<file path="src/rtl/alu_cmd_sequencer.sv">
// Command-side driver for an 8-bit flag-producing ALU: buffers {opcode,A,B} commands in a FIFO,
// drives each onto the ALU, samples result/flags after a settle delay and returns them.
module alu_cmd_sequencer #(
   parameter int unsigned DEPTH  = 4,
   parameter int unsigned SETTLE = 1,
   parameter int unsigned CNT_W  = 16
) (
   input  logic             clk,
   input  logic             rst_n,
   input  logic             cmd_valid,
   output logic             cmd_ready,
   input  logic [2:0]       cmd_opcode,
   input  logic [7:0]       cmd_a,
   input  logic [7:0]       cmd_b,
   output logic [7:0]       alu_a,
   output logic [7:0]       alu_b,
   output logic [2:0]       alu_opcode,
   input  logic [7:0]       alu_result,
   input  logic [3:0]       alu_flags,
   output logic             rsp_valid,
   input  logic             rsp_ready,
   output logic [7:0]       rsp_result,
   output logic [3:0]       rsp_flags,
   input  logic             clr_sticky,
   output logic [1:0]       sticky,
   output logic [CNT_W-1:0] op_count
);

   localparam int unsigned AW = $clog2(DEPTH);
   localparam int unsigned TW = (SETTLE > 1) ? $clog2(SETTLE) : 1;

   typedef enum logic [1:0] {StIdle, StDrive, StCapture, StResp} state_e;

   state_e          state_q;
   logic [TW-1:0]   timer_q;
   logic [18:0]     mem_q [DEPTH];
   logic [AW-1:0]   wptr_q;
   logic [AW-1:0]   rptr_q;
   logic [AW:0]     count_q;
   logic            push;
   logic            pop;
   logic            capture;
   logic [1:0]      sticky_set;

   assign cmd_ready  = (count_q != (AW+1)'(DEPTH));
   assign push       = cmd_valid && cmd_ready;
   assign pop        = (state_q == StIdle) && (count_q != '0);
   assign capture    = (state_q == StCapture);
   assign sticky_set = capture ? {alu_flags[3], alu_flags[0]} : 2'b00;

   // Storage needs no reset: occupancy is tracked by count_q alone.
   always_ff @(posedge clk) begin
      if (push) begin
         mem_q[wptr_q] <= {cmd_opcode, cmd_a, cmd_b};
      end
   end

   always_ff @(posedge clk or negedge rst_n) begin
      if (!rst_n) begin
         wptr_q  <= '0;
         rptr_q  <= '0;
         count_q <= '0;
      end else begin
         if (push) begin
            wptr_q <= wptr_q + 1'b1;
         end
         if (pop) begin
            rptr_q <= rptr_q + 1'b1;
         end
         case ({push, pop})
            2'b10:   count_q <= count_q + 1'b1;
            2'b01:   count_q <= count_q - 1'b1;
            default: count_q <= count_q;
         endcase
      end
   end

   always_ff @(posedge clk or negedge rst_n) begin
      if (!rst_n) begin
         state_q    <= StIdle;
         timer_q    <= '0;
         alu_a      <= '0;
         alu_b      <= '0;
         alu_opcode <= '0;
         rsp_valid  <= 1'b0;
         rsp_result <= '0;
         rsp_flags  <= '0;
         op_count   <= '0;
      end else begin
         case (state_q)
            StIdle: begin
               if (pop) begin
                  {alu_opcode, alu_a, alu_b} <= mem_q[rptr_q];
                  timer_q <= TW'(SETTLE - 1);
                  state_q <= StDrive;
               end
            end
            StDrive: begin
               if (timer_q == '0) begin
                  state_q <= StCapture;
               end else begin
                  timer_q <= timer_q - 1'b1;
               end
            end
            StCapture: begin
               rsp_result <= alu_result;
               rsp_flags  <= alu_flags;
               rsp_valid  <= 1'b1;
               state_q    <= StResp;
            end
            StResp: begin
               if (rsp_ready) begin
                  rsp_valid <= 1'b0;
                  op_count  <= op_count + 1'b1;
                  state_q   <= StIdle;
               end
            end
            default: state_q <= StIdle;
         endcase
      end
   end

   // A flag captured in the same cycle as a clear survives the clear.
   always_ff @(posedge clk or negedge rst_n) begin
      if (!rst_n) begin
         sticky <= 2'b00;
      end else if (clr_sticky) begin
         sticky <= sticky_set;
      end else begin
         sticky <= sticky | sticky_set;
      end
   end

endmodule

</file>
<file path="config.mk">
export PLATFORM = sky130hd
export DESIGN_NAME = alu_cmd_sequencer
export DESIGN_NICKNAME = d
export VERILOG_FILES = /design/src/rtl/alu_cmd_sequencer.sv
export SDC_FILE = /design/constraint.sdc
export NUM_CORES = 1
export LEC_CHECK = 0
export ABC_AREA = 0
export CAP_MARGIN = 10
export CELL_PAD_IN_SITES_DETAIL_PLACEMENT = 2
export CELL_PAD_IN_SITES_GLOBAL_PLACEMENT = 2
export CORE_ASPECT_RATIO = 0.75
export CORE_MARGIN = 2
export CORE_UTILIZATION = 42
export CTS_CLUSTER_SIZE = 28
export DETAILED_ROUTE_END_ITERATION = 12
export PLACE_DENSITY_LB_ADDON = 0.3
export SYNTH_ARGS = -nofsm -noshare
export SYNTH_HDL_FRONTEND = slang
export SYNTH_SLANG_ARGS = --single-unit
export TNS_END_PERCENT = 100
</file>
<file path="constraint.sdc">
create_clock -name clk -period 6.8 [get_ports clk]
set_clock_uncertainty 0.15 [all_clocks]
set_input_delay 1.02 -clock clk [delete_from_list [all_inputs] [get_ports clk]]
set_output_delay 1.02 -clock clk [all_outputs]
set_load 0.05 [all_outputs]
</file>
## Word level (Yosys, flattened, before mapping)

Memories as Yosys holds them, arrays and structs flattened. A register that Yosys moved wholly into a read port is not among the register bits.
Cells that the tools add are included.
Widths: inputs -> output; s select.

| cells by class | value |
|---|---|
| bitwise operators | 1 |
| eq/ne operators | 9 |
| reductions and logical operators | 13 |
| add/subtract/negate cells | 6 |
| multiplexer cells | 14 |

Operators by type and width:

| cell | count |
|---|---|
| $add 16x1->16 const B | 1 |
| $mux 2 | 5 |
| $pmux 2 s4 | 1 |
| $reduce_and 2->1 | 4 |
| $eq 2x2->1 const B | 3 |
| $ne 2x2->1 const B | 3 |
| $pmux 3 s2 | 1 |
| $reduce_bool 2->1 | 3 |
| $mux 1 | 5 |
| $add 2x1->2 const B | 2 |
| $eq 2x1->1 const B | 2 |
| $pmux 1 s2 | 2 |
| $add 3x1->3 const B | 1 |
| $ne 3x3->1 const B | 1 |
| $reduce_and 3->1 | 1 |
| $reduce_bool 3->1 | 1 |
| $sub 3x1->3 const B | 1 |
| $logic_and 1x1->1 | 2 |
| $logic_not 2->1 | 1 |
| $or 2x2->2 | 1 |
| $logic_not 1->1 | 1 |
| $sub 1x1->1 const B | 1 |

| storage, ports and cells | value |
|---|---|
| input port bits | 36 |
| memories | 1 |
| bits in writable memories | 76 |
| register bits | 41 |
| word-level logic and storage cells | 54 |
| output and inout port bits | 51 |

Memories:

| memory | words | bits a word | read ports | clocked after Yosys merged registers in | write ports | RTL line | source |
|---|---|---|---|---|---|---|---|
| mem_q | 4 | 19 | 1 | 1 | 1 | 36 | `logic [18:0] mem_q [DEPTH];` |

## Depth between registers and ports, before layout

| logic depth | value |
|---|---|
| depth after elaboration | 4 |
| gate-level depth with buffers | 11 |

## Worst setup path after synthesis

Ideal clock, no wire load.

| timing path | value |
|---|---|
| path kind | reg2reg |
| start point | reg count_q[0] |
| end point | reg count_q[2] |
| cell stages (with the launch flop) | 11 |
| data arrival time | 2.361 ns |
| path slack | 4.210 ns |
| setup time | 0.079 ns |
| required time | 6.571 ns |
| clock period less this slack | 2.590 ns |
| buffers on the path | 0 |
| cells stage by stage | dfrtp_1 -> inv_1 -> nand3_1 -> and2_1 -> inv_1 -> ha_1 -> inv_1 -> fa_1 -> xor2_1 -> nor2_1 -> xor2_1 |

| between the ends | value |
|---|---|
| longest elaborated chain between the ends | 4 |

Ends and longest elaborated chain:

| what | RTL line | source |
|---|---|---|
| start: declaration | 39 | `logic [AW:0] count_q;` |
| start signal: assignment | 71 | `2'b10: count_q <= count_q + 1'b1;` |
| start signal: assignment | 72 | `2'b01: count_q <= count_q - 1'b1;` |
| start signal: assignment | 73 | `default: count_q <= count_q;` |
| $ne 3x3->1 (*) | 45 | `assign cmd_ready = (count_q != (AW+1)'(DEPTH));` |
| named net cmd_ready | 11 | `output logic cmd_ready,` |
| $logic_and 1x1->1 (*) | 46 | `assign push = cmd_valid && cmd_ready;` |
| $eq 2x1->1 or $eq 2x2->1 (tied branches) | 70 | `case ({push, pop})` |
| $pmux 3 s2 or $reduce_bool 2->1 (tied branches) | n/a |  |

Mark *: on every way through the listed nets, which the timed path passes. The rest lies on a longest branch.
A chain may end at the register's enable or synchronous reset.

## Worst setup path in the final report

| timing path | value |
|---|---|
| start point | reg count_q[0] |
| end point | out cmd_ready |

| between the ends | value |
|---|---|
| longest elaborated chain between the ends | 1 |

Ends and longest elaborated chain:

| what | RTL line |
|---|---|
| $ne 3x3->1 | 45 |
| end: declaration | 11 |

Every way passes these cells.

==> flow_metrics.tcl <==
set metrics [dict create \
    status "finished, final reports clean" \
    dieArea_mm2 0.0136 \
    fin_cells 569 \
    fin_area_mm2 0.00692 \
    cts_resized 0 \
    post_cts_buffers 0 \
    muxShareOfSynthArea 0.161 \
    slew-limit-headroom 0.220 \
    cp-end-kind "primary output" \
    num_rows 35 \
    tightest_slew_ns 1.17 \
    synth-compound-area-share 0.00869 \
    grtUsageTotal 0.219 \
    rsz0062_at_grt "false" \
    htreeDepth 4 \
    worst-setup-path-type "flop to primary output" \
    worstPathRequired_ns 5.63 \
    antenna_found_initial 0 \
    io_pins 87 \
    hold_path.class "flop to flop" \
    synthAdderAreaFrac 0.0272 \
    r2r_slack_ns 4.37 \
    cts-buffers-inserted 17 \
    mostFrequentLayoutCell "clkdlybuf4s50_1" \
    drt_iter0_drc 156 \
    dr.pass1.iters 4 \
    cts-root-buf "clkbuf_16" \
    route.vias.total 2944 \
    synth_cell_types 32 \
    cts_num_sinks 135 \
    path_buf_inv 2 \
    avgSynthCellArea_um2 18.4 \
    synth_seq_cells 135 \
    yosysTopAreaCellShare 0.428 \
    synth-simple-area-share 0.0416 \
    period_share 0.470 \
    diodes 0 \
    die_x_um 134 \
    leakagePower_nw 2.67 \
    slowest_delay_ns 0.85 \
    ys_seq_area_frac 0.705 \
    cp_max_fo 6 \
    yosysTopAreaCell "edfxtp_1" \
    syn_area_mm2 0.00533 \
    place_hpwl_mm 8.40 \
    die_h_um 102 \
    worstPathCellList "inv_1 > nand3_1 > clkdlybuf4s50_1" \
    layout_common_cells "clkdlybuf4s50_1 (85), edfxtp_1 (76), dfrtp_1 (59)" \
    postRouteAntennaNets 0 \
    nets 437 \
    async_flop_share 0.437 \
    drc 0 \
    core_area_mm2 0.0123 \
    netlist_instances 290 \
    ir_drop_mv 0.231 \
    clockBufferDepth 2 \
    max_freq_mhz 313 \
    clk_pin_slew_worst_paths_ns 0.06 \
    synthFlopType "edfxtp_1" \
    ctsHoldBuffers 0 \
    synth_edf_count 76 \
    synth_nets 337 \
    synth_area_leaders "edfxtp_1 (43%), dfrtp_1 (28%), mux4_2 (7.6%)" \
    grt_pass1_vias 3405 \
    p_per_area_mw_per_mm2 525 \
    crit_slowest_cell "clkdlybuf4s50_1" \
    cap_violations 0 \
    grt_start_max_net_pins 60 \
    report.final.slew_viol_count 0 \
    portBuffers 86 \
    finalWeightedCongestion 0.720 \
    yosys_warnings 0 \
    wl_per_cell_um 23.8 \
    synth_top_family_by_area "multiplexers" \
    initial_core_util 0.432 \
    insertion_delay_ns 0.42 \
    wl_mm 13.6 \
    period_minus_slack_ns 3.20 \
    fin_util 0.561 \
    placedCellCount 537 \
    hold_violations 0 \
    setup_viol 0 \
    cp_top_family "buffers and inverters" \
    finalSetupTns_ns 0 \
    start_kind "flop" \
    drive_gt1_frac 0.221 \
    dpl_cell_area_mm2 0.00636 \
    cts_tree "done" \
    routed_via_density 5.17 \
    crit_arrival_ns 2.03 \
    areaGrowthSynthToFinish_pct 29.9 \
    synth-xor-area-share 0.0345 \
    grt_first_pass_wirelength_mm 21.4 \
    gr-total-overflow 0 \
]
through the flow:
step | worst slack, ns | power, mW | hold WS, ns
after floorplan | 4.21 | 2.27 | 0.332
after global placement | 3.84 | 2.65 | 0.311
after detailed placement | 3.68 | 2.74 | 0.321
after CTS | 3.59 | 3.68 | 0.333
after global routing | 3.49 | 3.81 | 0.370
final | 3.60 | 3.63 | 0.330
synthesized netlist by cell type, types with 2 or more instances:
cell / n
nor2_1: 7
ha_1: 10
edfxtp_1: 76
mux2_4: 18
mux4_2: 18
and2_1: 2
mux2_2: 13
o21ai_0: 7
inv_1: 16
buf_2: 2
and3_1: 5
nand2_1: 8
nand4_1: 3
xor2_1: 4
nand3_1: 8
dfrtp_1: 59
buf_6: 2
buf_4: 2
xnor2_1: 17
layout make-up:
| class | instances | area, um^2 |
|---|---|---|
| clock buffer | 18 | 439 |
| clock inverter | 14 | 125 |
| fill | 1055 | 5430 |
| inverter | 16 | 60.1 |
| multi-input combinational | 131 | 1460 |
| sequential | 135 | 3760 |
| tap | 166 | 208 |
| timing repair buffer | 89 | 878 |
routing by layer:
| metal | wire, um | vias up | global-route usage | part of all wire |
|---|---|---|---|---|
| met4 | 106 | 0 | 0.0534 | 0.0078 |
| met3 | 533 | 8 | 0.0566 | 0.039 |
| met1 | 5750 | 1585 | 0.280 | 0.42 |
| li1 | - | 1277 | - | - |
| met5 | 0 | - | 0 | 0 |
| met2 | 7180 | 74 | 0.381 | 0.53 |
logic make-up after synthesis:
family	after synthesis
buffers and inverters	24
adders and majority gates	11
muxes	51
DFF	135
AOI/OAI and AO/OA	9
and+or+nand+nor	39
xor gates and xnor gates	21
where the power goes:
| group | switching [mW] | internal [mW] | total (mW) |
|---|---|---|---|
| logic | 0.855 | 0.608 | 1.46 |
| registers | 0.160 | 1.12 | 1.28 |
| clock network | 0.371 | 0.514 | 0.885 |
| total | 1.39 | 2.25 | 3.63 |
path summary, 6_finish.rpt:
kind                                    from  cells after the start            to
worst max-delay path              count_q[0]                      3     cmd_ready
worst min-delay path            op_count[15]                      1  op_count[15]
worst max register to register    count_q[0]                     10    count_q[2]
worst min register to register  op_count[15]                      1  op_count[15]
max in group asynchronous              rst_n                      2      alu_a[2]
min in group asynchronous              rst_n                      2      alu_b[1]
state kept, by name (all words and copies together) (netlist names), 3 cells and up:
| signal | cells |
|---|---|
| count_q | 3 |
| op_count | 16 |
| alu_b | 8 |
| alu_a | 8 |
| alu_opcode | 3 |
| mem_q | 76 |
| rsp_result | 8 |
| rsp_flags | 4 |
No activity file was read; power rests on OpenSTA's default activity.
